`src/rtl/uart_pkg.sv`:
```
// uart_pkg: shared receiver states, widths and baud divider helper
package uart_pkg;

    typedef enum logic [2:0] {IDLE, START, DATA, STOP, BRK} state_t;

    localparam int OVS_DEF = 16;
    localparam int DATA_W  = 8;

    function automatic int calc_div(input int clk_hz, input int baud, input int ovs);
        return clk_hz / (baud * ovs);
    endfunction

endpackage

```
`src/rtl/uart_baud_tick.sv`:
```
// uart_baud_tick: oversampling tick divider, held at zero while disabled
module uart_baud_tick #(
    parameter int DIV = 54
) (
    input  logic clk,
    input  logic n_rst,
    input  logic en,
    output logic tick
);

    localparam int W = (DIV > 1) ? $clog2(DIV) : 1;
    localparam logic [W-1:0] LAST = W'(DIV - 1);

    logic [W-1:0] cnt;

    // count 0..DIV-1 while enabled; clearing when disabled aligns sampling to the start edge
    always_ff @(posedge clk or negedge n_rst)
        if (!n_rst) cnt <= '0;
        else        cnt <= (en && cnt != LAST) ? cnt + 1'b1 : '0;

    assign tick = en && cnt == LAST;

endmodule

```
`src/rtl/uart_rx.sv`:
```
// uart_rx: 8N1 receiver with oversampling, 3-sample majority vote and glitch rejection
module uart_rx
    import uart_pkg::*;
#(
    parameter int CLK_HZ = 100_000_000,
    parameter int BAUD   = 115200,
    parameter int OVS    = OVS_DEF,
    parameter int DIV    = calc_div(CLK_HZ, BAUD, OVS)
) (
    input  logic              clk,
    input  logic              n_rst,
    input  logic              rxd,
    output logic [DATA_W-1:0] rx_data,
    output logic              rx_valid,
    output logic              frame_err,
    output logic              busy
);

    localparam int SW = $clog2(OVS);
    localparam logic [SW-1:0] S_A   = SW'(OVS / 2 - 1);
    localparam logic [SW-1:0] S_B   = SW'(OVS / 2);
    localparam logic [SW-1:0] S_C   = SW'(OVS / 2 + 1);
    localparam logic [SW-1:0] S_END = SW'(OVS - 1);

    logic [1:0]        sync;
    logic              rxs;
    state_t            state, state_n;
    logic              tick;
    logic [SW-1:0]     s;
    logic [2:0]        bi;
    logic [DATA_W-1:0] shift;
    logic [1:0]        smp;
    logic              vote_at, wrap, vote;

    assign rxs     = sync[1];
    assign vote_at = tick && s == S_C;
    assign wrap    = tick && s == S_END;
    assign vote    = (smp[0] & smp[1]) | (smp[0] & rxs) | (smp[1] & rxs);
    assign busy    = state != IDLE;

    uart_baud_tick #(.DIV(DIV)) u_tick (
        .clk   (clk),
        .n_rst (n_rst),
        .en    (state != IDLE),
        .tick  (tick)
    );

    // two-flop synchroniser, preset to the idle line level
    always_ff @(posedge clk or negedge n_rst)
        if (!n_rst) sync <= 2'b11;
        else        sync <= {sync[0], rxd};

    // state register
    always_ff @(posedge clk or negedge n_rst)
        if (!n_rst) state <= IDLE;
        else        state <= state_n;

    // next state: stop is judged at mid-bit so a following start edge is never missed
    always_comb begin
        state_n = state;
        unique case (state)
            IDLE:    if (!rxs) state_n = START;
            START:   state_n = (vote_at && vote) ? IDLE : (wrap ? DATA : START);
            DATA:    if (wrap && bi == 3'd7) state_n = STOP;
            STOP:    if (vote_at) state_n = vote ? IDLE : BRK;
            BRK:     if (rxs) state_n = IDLE;
            default: state_n = IDLE;
        endcase
    end

    // sample counter, vote samples, bit index, shift register and output strobes
    always_ff @(posedge clk or negedge n_rst)
        if (!n_rst) begin
            s         <= '0;
            bi        <= '0;
            smp       <= '0;
            shift     <= '0;
            rx_data   <= '0;
            rx_valid  <= 1'b0;
            frame_err <= 1'b0;
        end else begin
            rx_valid  <= state == STOP && vote_at && vote;
            frame_err <= state == STOP && vote_at && !vote;
            s         <= (state == IDLE) ? '0 : (tick ? s + 1'b1 : s);
            if (tick && s == S_A) smp[0] <= rxs;
            if (tick && s == S_B) smp[1] <= rxs;
            if (state == START) bi <= '0;
            else if (state == DATA && wrap) bi <= bi + 1'b1;
            if (state == DATA && vote_at) shift <= {vote, shift[DATA_W-1:1]};
            if (state == STOP && vote_at && vote) rx_data <= shift;
        end

endmodule
```
`config.mk`:
```
export PLATFORM = sky130hd
export DESIGN_NAME = uart_rx
export DESIGN_NICKNAME = d
export VERILOG_FILES = /design/src/rtl/uart_pkg.sv /design/src/rtl/uart_baud_tick.sv /design/src/rtl/uart_rx.sv
export SDC_FILE = /design/constraint.sdc
export NUM_CORES = 1
export LEC_CHECK = 0
export ABC_AREA = 1
export CAP_MARGIN = 15
export CORE_ASPECT_RATIO = 1.5
export CORE_MARGIN = 2
export CORE_UTILIZATION = 45
export CTS_CLUSTER_SIZE = 30
export DETAILED_ROUTE_END_ITERATION = 10
export SLEW_MARGIN = 25
export SYNTH_ARGS = -nofsm -noshare
export SYNTH_HDL_FRONTEND = slang
export SYNTH_SLANG_ARGS = --single-unit
export TNS_END_PERCENT = 20
```
`constraint.sdc`:
```
create_clock -name clk -period 3.2 [get_ports clk]
set_input_delay 0.64 -clock clk [delete_from_list [all_inputs] [get_ports clk]]
set_output_delay 0.64 -clock clk [all_outputs]
set_load 0.1 [all_outputs]
```
==> qor.yml <==
status: "completed"
fin_crit_sh_pct: 62.1
gp_congestion: 0.820
worst_setup_path_start_kind: "flip-flop"
crit_arrival_ns: 1.35
antenna_found_initial: 0
via_per_inst: 5.02
gr-total-overflow: 0
clock_sink_count: 38
initial_utilization_pct: 46.6
cts_tree: "built"
clk_path_buf_depth: 2
die_area_mm2: 0.00460
synthCells: 196
slowest_stage: "dfrtp_1"
syn-num-nets: 206
peakVddDrop_uv: 251
fin_crit_ns: 1.99
hp-class: "reg2reg"
htreeDepth: 2
critPathKind: "reg2out"
drv_cap: 0
vias: 1301
cpPeakStageDelay_ns: 0.47
cts-buffers-inserted: 5
path_cells: "nor2_2, nand2_4, buf_4"
ant_nets: 0
slew_headroom_pct: 45.2
numPlacedInstances: 252
cts_resized: 0
post_cts_buffers: 0
worstPathMaxFanout: 8
synth_area_per_cell_um2: 9.33
die_w_um: 56.0
yosys.area_share.xor_xnor_pct: 1.44
numPortBuffers: 13
nFillCells: 387
timing.hold.ws_ns: 0.358
io_pins: 14
synth_top_area_share_pct: 49.3
power_leakage_nw: 0.998
synth-simple-area-share_pct: 25.9
rows: 28
tightest_slew_ns: 0.821
setup_viol: 0
muxShareOfSynthArea_pct: 0
totalWireLength_mm: 3.14
insertion_delay_ns: 0.28
core-area_mm2: 0.00392
first_global_vias: 1316
drc: 0
stdcell_count: 259
grt_max_degree: 39
hpwl_mm: 2.31
final-hold-violation-count: 0
tns_ns: 0
n_antenna_cell: 0
cts_hold_buffers: 0
firstDrtPassIters: 4
final_nets: 224
yosys_warnings: 0
synth.distinct_cells: 29
syn2layout_area_growth_pct: 11.8
power_uw: 805
yosysTopAreaCell: "dfrtp_1"
layout-drive-gt1-share_pct: 20.6
grtUsageTotal_pct: 16.3
die_h_um: 82.1
drv_slew: 0
synth-compound-area-share_pct: 8.62
syn_area_mm2: 0.00183
post_drt_wl_per_cell_um: 12.1
cp.required_ns: 2.56
ys_top_cells_by_area: "dfrtp_1 (49%), nand2_1 (10%), inv_1 (5.1%), ha_1 (4.8%), o21ai_0 (3.8%)"
fmax_ghz: 0.503
synth_fa_ha_area_share_pct: 4.79
synth_top_family_by_area: "simple AND/OR/NAND/NOR gates"
end_kind: "output pin"
cts_root_buffer: "clkbuf_8"
ys_seq_area_share_pct: 52.2
path_clk_slew_ns: 0.07
grt_first_pass_wirelength_mm: 5.76
finalClockSkew_ns: 0.00630
rsz0062_at_grt: "false"
synth_seq_cells: 38
first_iter_violations: 32
power_density_mw_per_mm2: 394
## final cells by class
type,count,area [µm²],area share (%)
Clock buffer,6,72.6,3.55
Clock inverter,1,7.51,0.367
Inverter,28,110,5.39
Multi-Input combinational cell,128,746,36.5
Sequential cell,38,953,46.7
Tap cell,45,56.3,2.76
Timing Repair Buffer,13,97.6,4.78
## cells in the mapped netlist (all sizes together)
library cell and count:
dfstp 2, nor2 20, a21oi 2, dfrtp 36
nor3 3, ha 7, xnor2 1, nor3b 1
a21o 1, nand3 10, xor2 2, or2 1
nand2 52, inv 28, nand4 6, o21ai 22
buf 2
## final timing paths
check	slack (ns)	to	depth (start not counted)	start
setup reg to reg	1.48	rx_data[2]	9	u_tick.cnt[1]
setup / recovery	1.21	busy	3	state[2]
min in group asynchronous	0.44	rx_valid	1	n_rst
hold / removal	0.36	sync[1]	0	sync[0]
max in group asynchronous	2.23	bi[1]	1	n_rst
hold reg to reg	0.36	sync[1]	0	sync[0]
## report_power, final
part	switching [mW]	total [mW]	internal [mW]
Sequential	0.00116	0.483	0.482
Combinational	0.00939	0.0114	0.00203
Clock	0.161	0.310	0.149
Total	0.172	0.805	0.634
## critical path, delay by kind of cell, from the launching register on
| kind | cells | cell delay, ns |
|---|---|---|
| AND/OR/NAND/NOR | 2 | 0.34 |
| flip-flops | 1 | 0.47 |
| buffers and inverters | 1 | 0.26 |
## layer usage
metal / vias to the layer above / global-route usage (%) / part of all wire, %
li1: 657 / - / -
met5: - / 0 / 0
met4: 0 / 8.57 / 3.2
met2: 22 / 27.9 / 51
met3: 8 / 3.31 / 3.1
met1: 614 / 19.3 / 43
## sequential cells by signal, summed over array words and instances (netlist names), 2 cells and up
| register | count |
|---|---|
| u_tick.cnt | 6 |
| shift | 8 |
| rx_data | 8 |
| s | 4 |
| state | 3 |
| bi | 3 |
| smp | 2 |
| sync | 2 |
## metrics by stage
stage | setup slack [ns] | cell area, µm² | util (%)
final | 1.21 | 2040 | 52.1
after global routing | 1.13 | 2040 | 52.1
after CTS | 1.20 | 2040 | 52.1
after detailed placement | 1.47 | 1960 | 50.0
after global placement | 1.52 | 1960 | 50.0
after floorplan | 1.63 | 1830 | -
## cell usage in the layout, fill, tap and decap left out, drive strengths merged
cell type / instances
dfrtp: 36
clkinvlp: 1
inv: 28
nand3: 10
nor3b: 1
a21oi: 2
nand2: 52
o21ai: 22
buf: 12
xnor2: 1
nor3: 3
xor2: 2
clkdlybuf4s50: 1
clkbuf: 6
a21o: 1
or2: 1
nand4: 6
dfstp: 2
ha: 7
nor2: 20
## logic make-up (layout without fill, tap and decap cells)
family,after synthesis,after routing
adders and majority gates,7,7
xor gates and xnor gates,3,3
and+or+nand+nor,93,93
AOI/OAI and AO/OA,25,25
DFF,38,38
buffers and inverters,30,48
(Power assumes the default switching activity.)
==> RTL change 1, RTL diff (same settings) <==
The output `rx_valid` loses its register stage (`rx_valid` becomes a continuous assignment).
--- a/src/rtl/uart_rx.sv
+++ b/src/rtl/uart_rx.sv
@@ -78,6 +78,4 @@
             rx_data   <= '0;
-            rx_valid  <= 1'b0;
             frame_err <= 1'b0;
         end else begin
-            rx_valid  <= state == STOP && vote_at && vote;
             frame_err <= state == STOP && vote_at && !vote;
@@ -92,2 +90,4 @@
 
+    assign rx_valid = state == STOP && vote_at && vote;
+
 endmodule
Formal check against the unedited RTL: no difference found for any inputs over 10 cycles, from zero or initial values and one cycle with n_rst low; that may be too few to reach the edited logic, so the function may still have changed.
==> RTL change 1 against the original RTL <==
First-iteration DRC count decreased by 9.4%. Worst setup slack got worse by 710 ps. Count of clock-buffer cells in the layout increased by 1. Total power increased by 11%. Wire length about the same. Synthesized cell count decreased by 0.51%. Critical path depth increased by 6. Area after synthesis decreased by 2.4%. Sequential power decreased by 2%. Sequential cell count decreased by 1. Cell count unchanged. Cell area increased by 0.24%. Critical path type unchanged.
==> RTL change 1: results (changes against the original RTL) <==
- The global-route total usage across every layer is 0.166 (+0.00301).
- Sorting the synthesized cells by how often they occur yields nand2_1 (49), dfrtp_1 (35), inv_1 (21), nor2_1 (15), o21ai_0 (13).
- The class of the most critical setup path is reg -> out.
- The number of distinct standard cells referenced by the synthesized netlist is 29 (unchanged).
- The fraction of the mapped netlist area in compound gates is 0.0884 (+0.00212).
- The maximum fanout along the worst path came to 17 (+9).
- The post-placement cell area is 1930 um2 (-1.6%).
- The run finished with clean final reports.
- The delay of the slowest critical-path stage is 420 ps (-50 ps).
- The multiplexer fraction of the synthesized cell area is 0 (unchanged).
- The clock skew after layout is 3.60 ps (-2.70 ps).
- The data arrival time of the critical path was 2060 ps (+710 ps).
- The total of cells resized after clock tree synthesis was 0 (unchanged).
- The maximum number of pins on one net before global-route repair is 38 (-2.6%).
- The share of cells above drive strength 1 was 0.224 (+0.0187).
- The count of warnings emitted by yosys is 0 (unchanged).
- The final-layout worst hold slack is 356 ps (-1.71 ps).
- The clock group total power is 0.415 mW (+34%).
- The sequential cell area fraction in the yosys report is 0.520 (-0.00122).
- The internal power component is 0.726 mW (+15%).
- The wire length per cell after detailed routing came to 12.1 um (about the same).
- The global placer's final weighted congestion is 0.797 (-2.9%).
- The buffer depth of the longest clock path was 2 (unchanged).
- The violation count after the first detailed-route iteration is 29 (-9.4%).
- The net count of the finished layout was 223 (-0.45%).
- The first-pass GRT wire length came to 5.77 mm (+0.12%).
- Yosys attributes the largest share of cell area to dfrtp_1 (49%), nand2_1 (10%), ha_1 (4.9%).
- The wire length reported by the detailed router was 3.14 mm (about the same).
- The adder and majority gate portion of the synthesized area is 0.0491 (+0.00118).
- The post-synthesis xor/xnor area fraction was 0.0147 (+0.000353).
- The internal reg-to-reg setup slack is 1430 ps (-50 ps).
- The share of the clock period used by the worst path is 0.842 (+0.221).
- The setup slack at placement is 801 ps (-666 ps).
- The antenna cell count came to 0 (unchanged).
- The post-synthesis average cell area is 9.15 um2 (-1.9%).
- The proportion of synthesized flip-flops having asynchronous set or reset is 1.00 (unchanged).
- The detail-routed via count per cell is 4.97 (-1.1%).
- The switching share of total power was 0.191 (-0.0216).
- Following the worst setup path forward leads to its endpoint at rx_valid.
- The standby leakage power is 1.00 nW (+0.55%).
- The number of global-route vias before repair is 1340 (+1.8%).
- The post-synthesis net count is 205 (-0.49%).
- The half-perimeter wire length after placement was 2.28 mm (-1.1%).
- The transition time at the pin with the least slew margin is 809 ps (-12.8 ps).
- The capture endpoint of the worst hold path is sync[1].
- The cell count after placement is 251 (-0.40%).
- The maximum VDD drop is 277 uV (+11%).
- The capturing point of the worst reg2reg path is rx_data[5].
==> RTL change 1: cells by family after synthesis <==
| kind of cell | count (synthesis) |
|---|---|
| AOI/OAI and AO/OA | 25 |
| and+or+nand+nor | 93 |
| DFF | 37 |
| adders and majority gates | 7 |
| xor gates and xnor gates | 3 |
| buffers and inverters | 30 |
==> RTL change 1: critical path: cells and delay by family (launching register included) <==
| kind | cells | cell delay [ps] |
|---|---|---|
| simple gates | 4 | 700 |
| buf+inv | 4 | 510 |
| flops | 1 | 420 |
| fa+ha+maj | 1 | 130 |
==> RTL change 1: layout make-up <==
cell class | count | area, um2
fill | 354 | 1840
sequential | 37 | 928
multi-input combinational | 128 | 732
timing repair buffer | 13 | 110
inverter | 28 | 105
clock buffer | 7 | 86.3
tap | 45 | 56.3
clock inverter | 1 | 30.0
==> RTL change 1: layer usage <==
layer,share of wire,up-vias,global-route usage
met1,0.43,606,0.188
met3,0.040,6,0.0541
met4,0.019,0,0.0756
met2,0.51,21,0.283
met5,0,-,0
li1,-,654,-
==> RTL change 2, RTL diff (config.mk and constraints unchanged) <==
Made on the original files. Change the package constant `OVS_DEF` from 16 to 32.
--- a/src/rtl/uart_pkg.sv
+++ b/src/rtl/uart_pkg.sv
@@ -5,3 +5,3 @@
 
-    localparam int OVS_DEF = 16;
+    localparam int OVS_DEF = 32;
     localparam int DATA_W  = 8;
Function: no difference found for any inputs over 10 cycles, from zero or initial values and one cycle with n_rst low; that may be too few to reach the edited logic, so the function may still have changed.
==> RTL change 2 against the original RTL <==
Via count is 2.9% lower. Worst setup slack improved by 55 ps. Core utilization is 0.096 points lower. Global-route usage decreased by 0.74 points. Sequential cell count unchanged. Cell area shrank 0.18%. Hold slack worse by 0.92 ps. Area after synthesis rose by 0.14%. Non-clock buffer count unchanged. Die area grew 0.13%. Wire length is 0.26% higher. Total power is 2.3% higher. Critical path type is now reg -> reg. Largest cell class unchanged. Highest routed layer unchanged.
==> RTL change 2: results (changes against the original RTL) <==
- The total of cells resized after clock tree synthesis came to 0 (unchanged).
- The largest registers in the layout are rx_data: 8 flops, shift: 8 flops.
- The standby leakage power came to 1.00 nW (+0.59%).
- The post-synthesis xor/xnor area fraction is 0.0144 (-0.0000196).
- The maximum fanout along the worst path was 16 (+8).
- The maximum VDD drop came to 336 uV (+34%).
- The setup slack at placement is 1250 ps (-220 ps).
- The switching share of total power is 0.199 (-0.0140).
- The post-CTS repair timing setup buffer count is 0 (unchanged).
- The adder and majority gate portion of the synthesized area was 0.0615 (+0.0136).
- The number of vias in the routed layout is 1263 (-2.9%).
- The number of fill cells in the layout was 384 (-0.78%).
- The worst hold path class is reg -> reg.
- The post-synthesis average cell area is 9.44 um2 (+1.2%).
- The wire length per cell after detailed routing came to 12.2 um (+1.0%).
- In the synthesized netlist, the cells that appear most often are nand2_1 (37), dfrtp_1 (36), inv_1 (26), nor2_1 (17), o21ai_0 (16).
- The power consumed by sequential cells is 0.483 mW (about the same).
- The number of distinct standard cells referenced by the synthesized netlist came to 33 (+14%).
- The proportion of synthesized flip-flops having asynchronous set or reset is 1.00 (unchanged).
- The number of global-route vias before repair was 1235 (-6.2%).
- The internal power component is 0.660 mW (+4.1%).
- The net count of the finished layout is 223 (-0.45%).
- The post-placement cell area was 1950 um2 (-0.70%).
- The global-route total usage across every layer is 0.155 (-0.00743).
- The first-pass GRT wire length is 5.49 mm (-4.7%).
- The data arrival time of the critical path is 2080 ps (+730 ps).
- The clock skew after layout came to 3.75 ps (-2.55 ps).
- The cell count after placement is 249 (-1.2%).
- The share of cells above drive strength 1 was 0.189 (-0.0169).
- The flow ran to the end, and the final reports show no timing, DRC or antenna violations.
- On the worst path, the slowest cell contributes a delay of approximately 480 ps.
- The number of standard cells in the layout, taps in and fillers out is 257 (-0.77%).
- On the critical path, the stage with the largest delay is an instance of or2_1.
- Among cell families on the critical path, the largest total delay comes from simple AND/OR/NAND/NOR gates.
- The fraction of the mapped netlist area in compound gates is 0.110 (+0.0238).
- The global placer's final weighted congestion is 0.789 (-3.9%).
- Ranked by total cell area, the synthesized netlist is headed by dfrtp_1 (49%), nand2_1 (7.6%), ha_1 (6.2%).
- The worst slew slack as a fraction of its limit came to 0.445 (-0.00691).
- The share of total power dissipated in combinational logic is 0.015.
## RTL change 2: metal layers
layer / vias to the layer above / track usage / wire, um
li1: 648 / - / -
met1: 597 / 0.171 / 1350
met2: 16 / 0.286 / 1680
met3: 2 / 0.0327 / 95
met4: 0 / 0.0714 / 21
met5: - / 0 / 0
## RTL change 2: final cells by class
class	instances	area (um2)	share of cell area
flip-flops and latches	38	953	0.467
multi-input cells	124	731	0.358
inverters	29	111	0.0546
repair buffers	13	97.6	0.0479
clock buffers	8	90.1	0.0442
well taps	45	56.3	0.0276
## RTL change 2: final timing paths
kind / from / endpoint / slack [ps] / depth (start not counted)
max: u_tick.cnt[0] / rx_data[5] / 1270 / 10
min: sync[0] / sync[1] / 360 / 0
max reg2reg: u_tick.cnt[0] / rx_data[5] / 1270 / 10
min reg2reg: sync[0] / sync[1] / 360 / 0
max in group asynchronous: n_rst / u_tick.cnt[1] / 2220 / 1
min in group asynchronous: n_rst / shift[5] / 460 / 1
